===== config.mk =====
export PLATFORM = sky130hd
export DESIGN_NAME = neopixel_tx
export DESIGN_NICKNAME = d
export VERILOG_FILES = /design/src/rtl/neopixel_tx.sv
export SDC_FILE = /design/constraint.sdc
export NUM_CORES = 1
export LEC_CHECK = 0
export ABC_AREA = 1
export BUFFER_PORTS_ARGS = -buffer_cell sky130_fd_sc_hd__buf_2
export CAP_MARGIN = 15
export CORE_MARGIN = 2
export CORE_UTILIZATION = 57
export DETAILED_ROUTE_END_ITERATION = 6
export MAX_ROUTING_LAYER = met4
export PLACE_DENSITY = 0.88
export SYNTH_ARGS = -nofsm -noshare
export SYNTH_HDL_FRONTEND = slang
export SYNTH_SLANG_ARGS = --single-unit

===== constraint.sdc =====
create_clock -name CLK -period 2.24 [get_ports CLK]
set_input_delay 0.448 -clock CLK [delete_from_list [all_inputs] [get_ports CLK]]
set_output_delay 0.448 -clock CLK [all_outputs]
set_load 0.01 [all_outputs]

===== src/rtl/neopixel_tx.sv =====
// -----------------------------------------------------------------------------
// neopixel_tx
//
// WS2812 / NeoPixel single-wire serializer. Takes one pixel per valid/busy
// handshake, shifts it out MSB-first as timed high/low pulses on one pin and
// flags when the line has been low long enough for the strip to latch.
// All timings are whole CLK cycles.
//
// Build option:
//   NEOPIXEL_RGBW_EN  defined   -> extra i_w port, 32-bit {G,R,B,W} frame
//                     undefined -> 24-bit {G,R,B} frame (default)
//
// Parameters:
//   BIT_CYC    cycles per bit period            (must be > T1H_CYC)
//   T0H_CYC    high cycles for a '0' bit        (must be >= 1)
//   T1H_CYC    high cycles for a '1' bit        (must be > T0H_CYC)
//   RESET_CYC  low cycles that latch the strip
//
// Ports:
//   CLK        in   system clock
//   RST        in   asynchronous reset, active-high
//   i_valid    in   pixel offered (level, held until o_busy is seen high)
//   i_r/g/b    in   8-bit colour channels
//   i_w        in   8-bit white channel (NEOPIXEL_RGBW_EN only)
//   o_data     out  serial line to strip DIN
//   o_busy     out  high while a pixel is being shifted out
//   o_latched  out  high once the line has been low >= RESET_CYC cycles
// -----------------------------------------------------------------------------
module neopixel_tx #(
    parameter int unsigned BIT_CYC   = 15,
    parameter int unsigned T0H_CYC   = 4,
    parameter int unsigned T1H_CYC   = 9,
    parameter int unsigned RESET_CYC = 960
) (
    input  logic       CLK,
    input  logic       RST,
    input  logic       i_valid,
    input  logic [7:0] i_r,
    input  logic [7:0] i_g,
    input  logic [7:0] i_b,
`ifdef NEOPIXEL_RGBW_EN
    input  logic [7:0] i_w,
`endif
    output logic       o_data,
    output logic       o_busy,
    output logic       o_latched
);

`ifdef NEOPIXEL_RGBW_EN
    localparam int unsigned FRAME_BITS = 32;
`else
    localparam int unsigned FRAME_BITS = 24;
`endif

    localparam int unsigned BIDX_W = $clog2(FRAME_BITS);
    localparam int unsigned CYC_W  = (BIT_CYC > 1) ? $clog2(BIT_CYC) : 1;
    localparam int unsigned LOW_W  = $clog2(RESET_CYC + 1);

    localparam logic [CYC_W-1:0]  CYC_LAST = CYC_W'(BIT_CYC - 1);
    localparam logic [CYC_W-1:0]  T0H_C    = CYC_W'(T0H_CYC);
    localparam logic [CYC_W-1:0]  T1H_C    = CYC_W'(T1H_CYC);
    localparam logic [BIDX_W-1:0] BIT_LAST = BIDX_W'(FRAME_BITS - 1);
    localparam logic [LOW_W-1:0]  LOW_MAX  = LOW_W'(RESET_CYC);

    typedef enum logic {
        IDLE,
        SHIFT
    } state_e;

    state_e                  state_q;
    logic [FRAME_BITS-1:0]   shift_q;
    logic [BIDX_W-1:0]       bit_q;
    logic [CYC_W-1:0]        cyc_q;
    logic [LOW_W-1:0]        low_cnt_q;
    logic                    data_q;
    logic                    busy_q;
    logic                    latched_q;

    logic [FRAME_BITS-1:0]   frame_in;
    logic                    accept;
    logic [CYC_W-1:0]        cyc_nxt;
    logic [CYC_W-1:0]        hi_thr;
    logic [LOW_W-1:0]        low_cnt_d;

    // Green goes out first, so it sits in the MSBs of the shift register.
`ifdef NEOPIXEL_RGBW_EN
    assign frame_in = {i_g, i_r, i_b, i_w};
`else
    assign frame_in = {i_g, i_r, i_b};
`endif

    // busy_q is exactly "state is SHIFT", so valid during busy is ignored.
    assign accept = i_valid && !busy_q;

    always_comb begin
        // NOTE: every signal gets a value before any branch so no latch is inferred.
        cyc_nxt   = cyc_q + CYC_W'(1);
        hi_thr    = shift_q[FRAME_BITS-1] ? T1H_C : T0H_C;
        low_cnt_d = low_cnt_q;
        // Saturate so the low-time counter can never wrap back below RESET_CYC.
        if (low_cnt_q != LOW_MAX) begin
            low_cnt_d = low_cnt_q + LOW_W'(1);
        end
    end

    // All outputs are registered: each branch computes what the line shows
    // during the cycle that follows the edge.
    always_ff @(posedge CLK or posedge RST) begin
        if (RST) begin
            // NOTE: the shift register is reset too; it is small flops, not a memory.
            state_q   <= IDLE;
            shift_q   <= '0;
            bit_q     <= '0;
            cyc_q     <= '0;
            low_cnt_q <= '0;
            data_q    <= 1'b0;
            busy_q    <= 1'b0;
            latched_q <= 1'b0;
        end else begin
            // NOTE: non-blocking assignments so every register updates from pre-edge values.
            case (state_q)
                IDLE: begin
                    data_q <= 1'b0;
                    if (accept) begin
                        // Accept beats a latch that would otherwise rise on this edge.
                        state_q   <= SHIFT;
                        shift_q   <= frame_in;
                        bit_q     <= '0;
                        cyc_q     <= '0;
                        busy_q    <= 1'b1;
                        low_cnt_q <= '0;
                        latched_q <= 1'b0;
                        // Cycle 0 of any bit is high because T0H_CYC >= 1.
                        data_q    <= 1'b1;
                    end else begin
                        low_cnt_q <= low_cnt_d;
                        latched_q <= (low_cnt_d == LOW_MAX);
                    end
                end

                SHIFT: begin
                    if (cyc_q == CYC_LAST) begin
                        cyc_q <= '0;
                        if (bit_q == BIT_LAST) begin
                            // Last bit period ends: line rests low, counting starts next cycle.
                            state_q <= IDLE;
                            busy_q  <= 1'b0;
                            data_q  <= 1'b0;
                        end else begin
                            bit_q   <= bit_q + BIDX_W'(1);
                            shift_q <= shift_q << 1;
                            data_q  <= 1'b1;
                        end
                    end else begin
                        cyc_q  <= cyc_nxt;
                        data_q <= (cyc_nxt < hi_thr);
                    end
                end

                default: begin
                    state_q <= IDLE;
                    busy_q  <= 1'b0;
                    data_q  <= 1'b0;
                end
            endcase
        end
    end

    assign o_data    = data_q;
    assign o_busy    = busy_q;
    assign o_latched = latched_q;

endmodule

==> metrics.cfg <==
[run_status]
outcome=complete, no violations

[sta]
slew_viol_final=0
rsz0062_at_grt=no
hold_viol=0
fmax_mhz=519
worstMarginPinSlew_ns=0.661
period_needed_ns=1.93
clock_skew_ns=0.0121
relSlewSlack_pct=55.7
setup_viol=0
fin_tns_setup_ns=0
fin_crit_sh_pct=86.0

[global_routing]
track_usage_pct=23.0
grt_max_degree=51
grt_overflow=0
grt_pass1_vias=1933
grt_pass1_wl_um=8630
antenna_found_initial=0

[detailed_routing]
wirelength_um=5040
via_per_inst=5.38
drt_iter0_markers=188
num_vias=2067
dr.pass1.iters=4
ant_nets=0
drcViolationCount=0
wire_per_inst_um=13.1

[synthesis]
synth_area_sq_um=2420
synth_seq_cells=47
yosysSeqAreaShare_pct=48.6
synthesis.nets=341
syn-instance-count=307
syn_avg_cell_area_sq_um=7.88
synth.distinct_cells=24
yosys_warnings=0

[critical_path]
regToRegEndpoint=shift_q[20]
r2r_cells=7
reg2reg_slack_ns=0.31
endpoint_kind=flip-flop
r2r_start=bit_q[0]
crit_required_ns=2.46
critPathMaxFanout=50
critPathKind=reg2reg
worstPathArrival_ns=2.15
cp_cell_sequence=ha_1 > nand2_1 > o21ai_1 > or2_1 > nand2_4 > nor2_1 > a31oi_1
crit_start=bit_q[0]
critPathMaxStageDelay_ns=0.41
cp-start-kind=flip-flop
cp_slowest_cell=dfrtp_1
cp_top_family=simple AND/OR/NAND/NOR gates
critical_path_buf_inv_count=0

[power_and_ir_drop]
p_per_area_nw_per_um2=578
p_comb_share_pct=2.6
p_sw_mw=0.320
p_int_mw=1.23
seqPwrFrac_pct=54.6
vdd_drop_max_mv=0.368
leakage_nw=1.42
pwr-share-clk_pct=42.8
power_mw=1.55
swShare_pct=20.6

[clock_tree]
htree_num_levels=2
cts_tree=yes
cts_buffer_depth=2
clk_pin_slew_worst_paths_ns=0.09
clkSinkCount=47
numCtsBuffers=5
cts_hold_buf=0
cts_root_buffer=clkbuf_8
clock_latency_ns=0.31

[final_layout]
drive_above_1_share_pct=12.6
multi_input_area_sq_um=1050
area_growth_pct=11.1
antenna_cells=0
nets=367
fill_cells=331
seqCellArea_sq_um=1180
instances_no_fill=384

[place]
dp_hpwl_um=3550
dp_cells=376
io_buffer_count=29
gp_congestion=0.835

[die]
start_util_pct=60.0
core_sq_um=4030
die-area_sq_um=4780
ios=30
die-height_um=69.1
die_w_um=69.1
fp-row-count=23

[worst_hold_path]
hold_class=in2async

[flow_run]
cap_violations=0

==> layout make-up <==
type	count	area share (%)
Multi-Input combinational cell	218	39.1
Timing Repair Buffer	32	6.24
Tap cell	50	2.33
Inverter	29	4.05
Clock inverter	2	1.44
Sequential cell	47	43.8
Clock buffer	6	3.07
==> placed cells by master (no fill, tap or decap), types with 5 or more instances in the layout <==
| cell type | synthesis | routed |
|---|---|---|
| a31oi_1 | 23 | 23 |
| buf_2 | 3 | 29 |
| clkbuf_8 | 0 | 6 |
| dfrtp_1 | 47 | 47 |
| ha_1 | 7 | 7 |
| inv_1 | 28 | 27 |
| nand2_1 | 93 | 93 |
| nand3_1 | 22 | 22 |
| nor2_1 | 36 | 36 |
| o21ai_0 | 17 | 17 |
| xor2_1 | 5 | 5 |
==> cell usage after synthesis <==
| cell | instances | share of area (%) |
|---|---|---|
| buf_2 | 3 | 0.62 |
| a31oi_1 | 23 | 5.9 |
| clkinv_1 | 1 | 0.16 |
| xnor2_1 | 1 | 0.36 |
| ha_1 | 7 | 3.6 |
| nor3_1 | 2 | 0.41 |
| a21oi_1 | 2 | 0.41 |
| clkbuf_1 | 5 | 0.78 |
| nand2_1 | 93 | 14 |
| nor3b_1 | 1 | 0.31 |
| o21ai_0 | 17 | 3.5 |
| inv_1 | 28 | 4.3 |
| o22ai_1 | 3 | 0.78 |
| nor2_1 | 36 | 5.6 |
| nand4_1 | 1 | 0.26 |
| nand2_4 | 1 | 0.47 |
| o21bai_1 | 1 | 0.31 |
| o21ai_1 | 2 | 0.41 |
| or2_0 | 1 | 0.26 |
| dfrtp_1 | 47 | 49 |
| xor2_1 | 5 | 1.8 |
| nand3_1 | 22 | 4.6 |
| buf_6 | 3 | 1.4 |
| buf_4 | 2 | 0.62 |
==> layer usage <==
| metal | vias up | global-route usage [%] | share of wire [%] |
|---|---|---|---|
| met3 | 13 | 3.51 | 3.3 |
| met5 | - | - | 0 |
| met1 | 964 | 29.6 | 44 |
| met4 | 0 | 11.8 | 2.6 |
| li1 | 1042 | - | - |
| met2 | 48 | 35.4 | 50 |
==> sequential cells by signal, indices dropped and copies added (netlist names) <==
name and flops:
o_latched 1, cyc_q 4, bit_q 5, shift_q 24
low_cnt_q 10, state_q 1, o_busy 1, o_data 1
==> worst max-delay path by stage <==
stage / end / slack (ns) / cells after the start
6_report: shift_q[20] / 0.31 / 7
2_1_floorplan: shift_q[10] / 0.67 / 8
3_5_place_dp: shift_q[7] / 0.15 / 7
4_1_cts: shift_q[21] / 0.14 / 7
3_3_place_gp: bit_q[2] / 0.31 / 7
5_1_grt: shift_q[13] / 0.11 / 7
==> metrics by stage <==
stage                     util (%)  instance area [sq um]  hold slack (ns)  worst slack (ns)
after detailed placement      63.7                   2570            0.508             0.153
after CTS                     66.7                   2690            0.301             0.142
after global placement        63.7                   2570            0.460             0.311
final                         66.7                   2690            0.277             0.314
after global routing          66.7                   2690            0.336             0.114
after floorplan                  -                   2420            0.469             0.671
==> power by group through the flow <==
stage	logic [mW]	registers (mW)	clock network [mW]
floorplan	0.0133	0.865	0
global placement	0.0412	0.865	0
detailed placement	0.0417	0.865	0
CTS	0.0420	0.848	0.679
global route	0.0468	0.848	0.714
finish	0.0404	0.848	0.664
==> logic make-up (layout without fill, tap and decap cells) <==
| family | Yosys count | after routing | share of synthesized area (%) |
|---|---|---|---|
| AOI/OAI and AO/OA | 48 | 48 | 11.4 |
| xor gates and xnor gates | 6 | 6 | 2.17 |
| adders and majority gates | 7 | 7 | 3.62 |
| buffers and inverters | 42 | 69 | 7.91 |
| DFF | 47 | 47 | 48.6 |
| and+or+nand+nor | 157 | 157 | 26.3 |
==> worst min-delay path, cell delays in order <==
cell and delay (ns):
buf_2 0.10, inv_2 0.04, buf_4 0.47
==> timing repair <==
item                       CTS  global route
setup endpoints to repair    0            25
buffers inserted             0             0
gates resized for setup      0             1
No activity file was read; power rests on OpenSTA's default activity.
